### src/rtl/pwm_ramp_ctrl.sv
// Duty-cycle ramp sequencer: steps the live PWM duty toward an accepted target on prescaler ticks.
// Optional target clamp to DUTY_MAX (with clamp_hit flag) is enabled by defining DUTY_CLAMP_EN.
module pwm_ramp_ctrl #(
   parameter int DUTY_W = 8,
   parameter int STEP_W = 4
`ifdef DUTY_CLAMP_EN
   ,
   parameter int DUTY_MAX = 200
`endif
) (
   input  logic              clk,
   input  logic              rst,
   input  logic              tick,
   input  logic              tgt_valid,
   output logic              tgt_ready,
   input  logic [DUTY_W-1:0] tgt_duty,
   input  logic [STEP_W-1:0] step,
   input  logic              abort,
   output logic [DUTY_W-1:0] duty,
   output logic              pwm_load,
   output logic              busy,
   output logic              done
`ifdef DUTY_CLAMP_EN
   ,
   output logic              clamp_hit
`endif
);

   typedef enum logic [1:0] {
      ST_IDLE      = 2'd0,
      ST_RAMP_UP   = 2'd1,
      ST_RAMP_DOWN = 2'd2,
      ST_DONE      = 2'd3
   } state_t;

   state_t            state_r;
   logic [DUTY_W-1:0] duty_r;
   logic [DUTY_W-1:0] tgt_r;
   logic [STEP_W-1:0] step_r;
   logic              pwm_load_r;
   logic              busy_r;
   logic              done_r;
   logic              tgt_ready_r;

   logic [DUTY_W:0]   sum_s;
   logic [DUTY_W-1:0] diff_s;
   logic [DUTY_W-1:0] step_dw_s;
   logic [DUTY_W-1:0] up_next_s;
   logic [DUTY_W-1:0] down_next_s;
   logic [DUTY_W-1:0] tgt_in_s;
   logic [STEP_W-1:0] step_in_s;

`ifdef DUTY_CLAMP_EN
   localparam logic [DUTY_W-1:0] DUTY_MAX_V = DUTY_MAX[DUTY_W-1:0];
   logic clamp_s;
   logic clamp_hit_r;
`endif

   // Target and step as they would be latched on accept (zero step promoted to one).
   always_comb begin
      step_in_s = step;
      if (step == {STEP_W{1'b0}}) begin
         step_in_s = {{(STEP_W-1){1'b0}}, 1'b1};
      end else begin
         step_in_s = step;
      end
`ifdef DUTY_CLAMP_EN
      clamp_s  = 1'b0;
      tgt_in_s = tgt_duty;
      if (tgt_duty > DUTY_MAX_V) begin
         clamp_s  = 1'b1;
         tgt_in_s = DUTY_MAX_V;
      end else begin
         clamp_s  = 1'b0;
         tgt_in_s = tgt_duty;
      end
`else
      tgt_in_s = tgt_duty;
`endif
   end

   // Next duty for one up/down step; the up-sum carries an extra bit and the
   // down path compares the remaining distance first, so neither can wrap.
   always_comb begin
      step_dw_s   = DUTY_W'(step_r);
      sum_s       = (DUTY_W+1)'(duty_r) + (DUTY_W+1)'(step_r);
      diff_s      = duty_r - tgt_r;
      up_next_s   = tgt_r;
      down_next_s = tgt_r;
      if (sum_s >= {1'b0, tgt_r}) begin
         up_next_s = tgt_r;
      end else begin
         up_next_s = sum_s[DUTY_W-1:0];
      end
      if (diff_s <= step_dw_s) begin
         down_next_s = tgt_r;
      end else begin
         down_next_s = duty_r - step_dw_s;
      end
   end

   // Ramp FSM with all outputs registered.
   always_ff @(posedge clk) begin
      if (rst) begin
         state_r     <= ST_IDLE;
         duty_r      <= {DUTY_W{1'b0}};
         tgt_r       <= {DUTY_W{1'b0}};
         step_r      <= {{(STEP_W-1){1'b0}}, 1'b1};
         pwm_load_r  <= 1'b0;
         busy_r      <= 1'b0;
         done_r      <= 1'b0;
         tgt_ready_r <= 1'b1;
`ifdef DUTY_CLAMP_EN
         clamp_hit_r <= 1'b0;
`endif
      end else begin
         pwm_load_r <= 1'b0;
         done_r     <= 1'b0;
         case (state_r)
            ST_IDLE: begin
               if (tgt_valid && tgt_ready_r) begin
                  tgt_r       <= tgt_in_s;
                  step_r      <= step_in_s;
                  tgt_ready_r <= 1'b0;
`ifdef DUTY_CLAMP_EN
                  clamp_hit_r <= clamp_s;
`endif
                  if (tgt_in_s > duty_r) begin
                     state_r <= ST_RAMP_UP;
                     busy_r  <= 1'b1;
                  end else if (tgt_in_s < duty_r) begin
                     state_r <= ST_RAMP_DOWN;
                     busy_r  <= 1'b1;
                  end else begin
                     state_r <= ST_DONE;
                     done_r  <= 1'b1;
                  end
               end
            end
            ST_RAMP_UP: begin
               if (abort) begin
                  state_r     <= ST_IDLE;
                  busy_r      <= 1'b0;
                  tgt_ready_r <= 1'b1;
               end else if (tick) begin
                  duty_r     <= up_next_s;
                  pwm_load_r <= 1'b1;
                  if (up_next_s == tgt_r) begin
                     state_r <= ST_DONE;
                     busy_r  <= 1'b0;
                     done_r  <= 1'b1;
                  end
               end
            end
            ST_RAMP_DOWN: begin
               if (abort) begin
                  state_r     <= ST_IDLE;
                  busy_r      <= 1'b0;
                  tgt_ready_r <= 1'b1;
               end else if (tick) begin
                  duty_r     <= down_next_s;
                  pwm_load_r <= 1'b1;
                  if (down_next_s == tgt_r) begin
                     state_r <= ST_DONE;
                     busy_r  <= 1'b0;
                     done_r  <= 1'b1;
                  end
               end
            end
            ST_DONE: begin
               state_r     <= ST_IDLE;
               busy_r      <= 1'b0;
               tgt_ready_r <= 1'b1;
            end
            default: begin
               state_r     <= ST_IDLE;
               busy_r      <= 1'b0;
               tgt_ready_r <= 1'b1;
            end
         endcase
      end
   end

   assign duty      = duty_r;
   assign pwm_load  = pwm_load_r;
   assign busy      = busy_r;
   assign done      = done_r;
   assign tgt_ready = tgt_ready_r;
`ifdef DUTY_CLAMP_EN
   assign clamp_hit = clamp_hit_r;
`endif

endmodule

### config.mk
export PLATFORM = sky130hd
export DESIGN_NAME = pwm_ramp_ctrl
export DESIGN_NICKNAME = d
export VERILOG_FILES = /design/src/rtl/pwm_ramp_ctrl.sv
export SDC_FILE = /design/constraint.sdc
export NUM_CORES = 1
export LEC_CHECK = 0
export CAP_MARGIN = 20
export CORE_ASPECT_RATIO = 1.2
export CORE_MARGIN = 1.5
export CORE_UTILIZATION = 60
export CTS_CLUSTER_DIAMETER = 80
export DETAILED_ROUTE_END_ITERATION = 10
export PLACE_DENSITY_LB_ADDON = 0.15
export SYNTH_ARGS = -nofsm -noshare
export SYNTH_HDL_FRONTEND = slang
export SYNTH_SLANG_ARGS = --single-unit
export TNS_END_PERCENT = 20
### constraint.sdc
create_clock -name clk -period 5.9 [get_ports clk]
set_input_delay 0.885 -clock clk [delete_from_list [all_inputs] [get_ports clk]]
set_output_delay 0.885 -clock clk [all_outputs]
set_load 0.02 [all_outputs]
==> results of run 1 <==
## cells in the final DEF, fill, tap and decap left out, drive strengths merged, types with 4 or more instances in the layout
master and n:
nor3 9, o22ai 5, dfxtp 26, nand2b 7, clkdlybuf4s50 28, a21oi 29
nor2b 9, clkbuf 4, nand4 7, o21ai 18, nand3 9, nand2 45
xor2 5, inv 31, o31ai 5, ha 40, nor2 29, a21o 5
xnor2 20
## worst max-delay path, cell delays in order, from the launching register on
cell and delay (ps):
dfxtp_1 420, inv_1 130, ha_1 330, nor3b_1 410
o31a_1 230, o21ai_0 160, xnor2_1 180, ha_1 230
or4_4 550, a21oi_2 140, nor3_1 60, or4_4 520
o31ai_4 270, a21oi_2 100, a311oi_4 290, mux2i_1 260
nor2_1 70
## worst max-delay path by stage
| stage | startpoint | endpoint | slack, ps | cells past startpoint |
|---|---|---|---|---|
| CTS | step_r[1]$_SDFFE_PP0P_ | state_r[0]$_SDFFE_PP0P_ | 1430 | 16 |
| global placement | duty[1]$_SDFFE_PP0P_ | state_r[1]$_SDFFE_PP0P_ | 1660 | 15 |
| global route | duty[1]$_SDFFE_PP0P_ | state_r[0]$_SDFFE_PP0P_ | 1080 | 15 |
| detailed placement | duty[1]$_SDFFE_PP0P_ | state_r[0]$_SDFFE_PP0P_ | 1530 | 15 |
| finish | step_r[1]$_SDFFE_PP0P_ | state_r[0]$_SDFFE_PP0P_ | 1400 | 16 |
| floorplan | duty[2]$_SDFFE_PP0P_ | state_r[0]$_SDFFE_PP0P_ | 1760 | 16 |
## sequential cells by signal, indices dropped and copies added, names as in the netlist
signal and cells:
done 1, tgt_ready 1, state_r 2, pwm_load 1
busy 1, tgt_r 8, duty 8, step_r 4
## layout make-up
class,instances,area [sq um]
inverters,32,134
repair buffers,28,280
fillers,415,1380
flip-flops and latches,26,520
well taps,58,72.6
multi-input cells,295,2160
clock buffers,4,55.1
## metrics by stage
step / total power [W] / cell area (sq um)
finish: 0.00150 / 3220
global route: 0.00163 / 3220
CTS: 0.00148 / 3220
detailed placement: 0.00136 / 3160
global placement: 0.00133 / 3160
floorplan: 0.00110 / 2860
## where the power goes
part / leakage (nW) / switching (W) / internal [W]
combinational: 1.04 / 0.000646 / 0.000469
sequential: 0.212 / 0.0000545 / 0.000212
clock: 0.0288 / 0.0000607 / 0.0000599
## logic make-up after synthesis
group                      Yosys count  share of synthesized area [%]
buffers and inverters               41                           6.26
xor gates and xnor gates            26                           8.50
adders and majority gates           43                           19.6
AOI/OAI and AO/OA                   97                           24.4
DFF                                 26                           18.2
and+or+nand+nor                    126                           21.9
muxes                                3                           1.05
## routing by layer
metal / track usage [%] / share of wire, %
met4: 12.0 / 2.6
met2: 52.3 / 48
met1: 43.1 / 45
met3: 4.01 / 5.1
met5: 0 / 0
==> results.json, run 1 <==
{
  "place.gp.congestion": 1.01,
  "min_path_cells": 2,
  "grt_pass1_wl_mm": 12.8,
  "worst-setup-path-type": "reg2reg",
  "fin_crit_ps": 4500,
  "clkLatencyLatePin_ps": 280,
  "wl_per_cell_um": 17.4,
  "synth_edf_count": 0,
  "netlist_instances": 362,
  "cts_tree": "done",
  "fin_cells": 443,
  "cts_sinks": 26,
  "critical_path_arrival_ps": 4630,
  "vias_per_cell": 6.06,
  "h-tree-depth": 1,
  "hold_start": "step_r[2]$_SDFFE_PP0P_",
  "worstMarginPinSlew_ps": 895,
  "cts_buffers": 3,
  "first_pass_iters": 5,
  "clkTransAtPathRegs_ps": 100,
  "postCtsSetupRepairBufs": 0,
  "drt_iter0_markers": 141,
  "fp.coreArea_sq_um": 4590,
  "fin_crit_sh_pct": 76.3,
  "io_pins": 29,
  "grt.total_usage_pct": 32.2,
  "ctsResizeCount": 0,
  "area_growth_pct": 12.7,
  "seq_area_frac_synth_pct": 18.2,
  "synthTopCellsByCount": "nand2_1 (45), ha_1 (40), inv_1 (30)",
  "synthFlopType": "dfxtp_1",
  "synth-warning-count": 0,
  "drive_gt1_share_pct": 6.75,
  "synth_top_area_share_pct": 18.2,
  "placed_cells_incl_taps": 439,
  "diodes": 0,
  "required_ps": 6030,
  "clock.fmax_mhz": 222,
  "fin_nets": 446,
  "drc": 0,
  "yosysMostFrequentCell": "nand2_1",
  "hold_buffers": 0,
  "post-place-ws_ps": 1530,
  "start_util_pct": 62.2,
  "layout_setup_ws_ps": 1400,
  "r2r_cells": 16,
  "die_area_sq_um": 5190,
  "dp_hpwl_mm": 6.32,
  "cp-end-kind": "flip-flop",
  "ff2ff_setup_slack_ps": 1400,
  "cp-start-kind": "flip-flop",
  "hold_path_class": "reg2reg",
  "dieWidth_um": 66.0,
  "num_rows": 27,
  "utilization_pct": 70.1,
  "status": "finished, final reports clean",
  "drv_cap": 0,
  "r2r_end": "state_r[0]$_SDFFE_PP0P_",
  "synth_top_area_cell": "dfxtp_1",
  "ant_nets": 0,
  "die_y_um": 78.6,
  "timing.hold.ws_ps": 483,
  "synth_fp_nets": 422,
  "grt_start_max_net_pins": 24,
  "cts_root_buf": "clkbuf_8",
  "setup_viol": 0,
  "synth.avg_cell_area_sq_um": 7.89,
  "finalHoldViolCount": 0,
  "synth_cell_types": 64,
  "finalSetupTns_ps": 0,
  "reg2reg_from": "step_r[1]$_SDFFE_PP0P_",
  "antenna_found_initial": 0,
  "synth-seq-cells": 26,
  "netlist_area_sq_um": 2860,
  "fin_skew_ps": 4.91,
  "cts_buffer_depth": 2,
  "hold_path_end": "step_r[2]$_SDFFE_PP0P_",
  "rsz0062_at_grt": "no",
  "max-slew-margin-rel_pct": 40.2,
  "overflow": 0,
  "yosys-top-cells-area": "dfxtp_1 (18%), ha_1 (18%), xnor2_1 (6.1%)",
  "synthArstFlopShare_pct": 0,
  "ir_drop_v": 0.000250,
  "drt_wl_total_mm": 7.70,
  "p_leak_nw": 1.28,
  "critPathMaxFanout": 4,
  "grt_pass1_vias": 2660,
  "num_vias": 2686,
  "port-buffer-count": 28,
  "drv_slew": 0,
  "power.density_nw_per_um2": 467
}
(Power assumes the default switching activity.)
==> inputs of run 2 (changes only) <==
- CORE_UTILIZATION: 60 -> 53
- clock period: 5.9 -> 3.6 ns (I/O delays scaled with it)
==> run 2 against run 1 <==
The run now ends with setup timing left. First-iteration DRC count grew 15%. Critical endpoint is now state_r[1]$_SDFFE_PP0P_. Critical path depth unchanged. Global-route usage decreased by 1.6 points. Via count grew 11%. Final cell count grew 15%. Register-to-register slack lost 1600 ps. Cell area up 18%. Clock skew fell by 2.1 ps. Highest routed layer unchanged. Sequential share of layout area down 2.3 points. Clock power increased by 81%.
==> results.json, run 2 (synthesized netlist as in run 1, its figures left out) <==
{
  "finalHoldViolCount": 0,
  "area_growth_pct": 33.5,
  "final_common_cell": "buf_4",
  "cp-end-kind": "flip-flop",
  "io_pins": 29,
  "drt_iter0_markers": 162,
  "drc": 0,
  "cts_root_buf": "clkbuf_8",
  "post-place-ws_ps": -198,
  "clkPwrFrac_pct": 7.8,
  "place.gp.congestion": 0.943,
  "grt_start_max_net_pins": 16,
  "violations": "setup timing",
  "diodes": 0,
  "worst-setup-path-type": "reg2reg",
  "num_vias": 2979,
  "final_cell_mix": "buf_4 (61), nand2_1 (44), ha_1 (35)",
  "grt_pass1_wl_mm": 14.3,
  "internal_power_w": 0.00149,
  "h-tree-depth": 1,
  "status": "finished with violations",
  "hold_path_class": "reg2reg",
  "grt_pass1_vias": 2978,
  "cts_buffers": 3,
  "first_pass_iters": 5,
  "port-buffer-count": 28,
  "overflow": 0,
  "layout_setup_ws_ps": -188,
  "drv_slew": 0,
  "worstMarginPinSlew_ps": 852,
  "seq_power_share_pct": 14.4,
  "cts_tree": "done",
  "clkLatencyLatePin_ps": 270,
  "cts_sinks": 26,
  "die_area_sq_um": 5840,
  "start_util_pct": 54.7,
  "final_area_sq_um": 3810,
  "dp_hpwl_mm": 7.01,
  "num_rows": 29,
  "ant_nets": 0,
  "switching_share_pct": 47.0,
  "hold_buffers": 0,
  "setup_viol": 4,
  "critical_path_arrival_ps": 3960,
  "dieWidth_um": 70.0,
  "wl_per_cell_um": 17.1,
  "required_ps": 3780,
  "fin_cells": 508,
  "fin_nets": 507,
  "drt_wl_total_mm": 8.67,
  "clock.fmax_mhz": 264,
  "comb_power_share_pct": 77.8,
  "finalSetupTns_ps": -594,
  "rsz0062_at_grt": "yes",
  "critPathMaxFanout": 3,
  "ff2ff_setup_slack_ps": -190,
  "max-slew-margin-rel_pct": 43.0,
  "placed_cell_area_sq_um": 3630,
  "fin_crit_ps": 3790,
  "cp-start-kind": "flip-flop",
  "fp.coreArea_sq_um": 5230,
  "cts_buffer_depth": 2,
  "p_leak_nw": 1.61,
  "drive_gt1_share_pct": 24.7,
  "antenna_found_initial": 0,
  "vias_per_cell": 5.86,
  "power.density_nw_per_um2": 739,
  "fin_skew_ps": 2.78,
  "fin_crit_sh_pct": 105,
  "timing.hold.ws_ps": 521,
  "clkTransAtPathRegs_ps": 90,
  "grt.total_usage_pct": 30.5,
  "ir_drop_v": 0.000507,
  "drv_cap": 0,
  "power.switching_w": 0.00133,
  "placed_cells_incl_taps": 497,
  "die_y_um": 83.4
}
[run 2: cell count changes in the layout (fill, tap and decap cells not counted), sizes merged]
cell	delta
buf	+61
[run 2: worst paths after layout]
check,from,to,depth (start not counted)
worst max-delay path,step_r[2]$_SDFFE_PP0P_,state_r[1]$_SDFFE_PP0P_,16
worst min-delay path,busy$_SDFFE_PP0P_,busy$_SDFFE_PP0P_,2
worst max register to register,step_r[2]$_SDFFE_PP0P_,state_r[1]$_SDFFE_PP0P_,16
worst min register to register,busy$_SDFFE_PP0P_,busy$_SDFFE_PP0P_,2
[run 2: timing repair]
action | CTS | global route
setup endpoints to repair | 3 | 11
buffers inserted | 4 | 3
gates resized for setup | 8 | 8
pin swaps | 13 | 11
[run 2: routing by layer]
layer  vias up  wire (um)  GRT usage [%]
li1       1465          -              -
met1      1390       3710           38.1
met2       100       4270           52.7
met3        24        409           3.88
met4         0        282           12.2
met5         -          0              0
[run 2: stage by stage]
step                util [%]  power [W]
floorplan                  -    0.00182
global placement        69.5    0.00241
detailed placement      69.5    0.00245
CTS                     72.0    0.00272
global route            73.0    0.00304
finish                  73.0    0.00282
[run 2: power groups by stage]
stage | Sequential [W] | Clock (W) | Combinational (W)
global route | 0.000413 | 0.000230 | 0.00240
detailed placement | 0.000412 | 0 | 0.00204
CTS | 0.000407 | 0.000222 | 0.00209
floorplan | 0.000442 | 0 | 0.00138
global placement | 0.000408 | 0 | 0.00200
finish | 0.000407 | 0.000219 | 0.00219
[run 2: area by class of cell]
class	instances	area [sq um]
multi-input cells	295	2270
fillers	431	1410
repair buffers	89	738
flip-flops and latches	26	528
inverters	32	134
well taps	62	77.6
clock buffers	4	66.3
[run 2: worst max-delay path, stage by stage, from the launching register on]
cell      delay, ps
dfxtp_2         340
inv_2            50
ha_4            290
nor2b_4          50
o31a_1          310
o21ai_2         190
xnor2_1         100
ha_2            180
or4_4           490
a21oi_4         130
nor3_1           60
or4_4           520
o31ai_4         220
a21oi_2         100
a311oi_4        350
mux2i_1         230
nor2_1           50
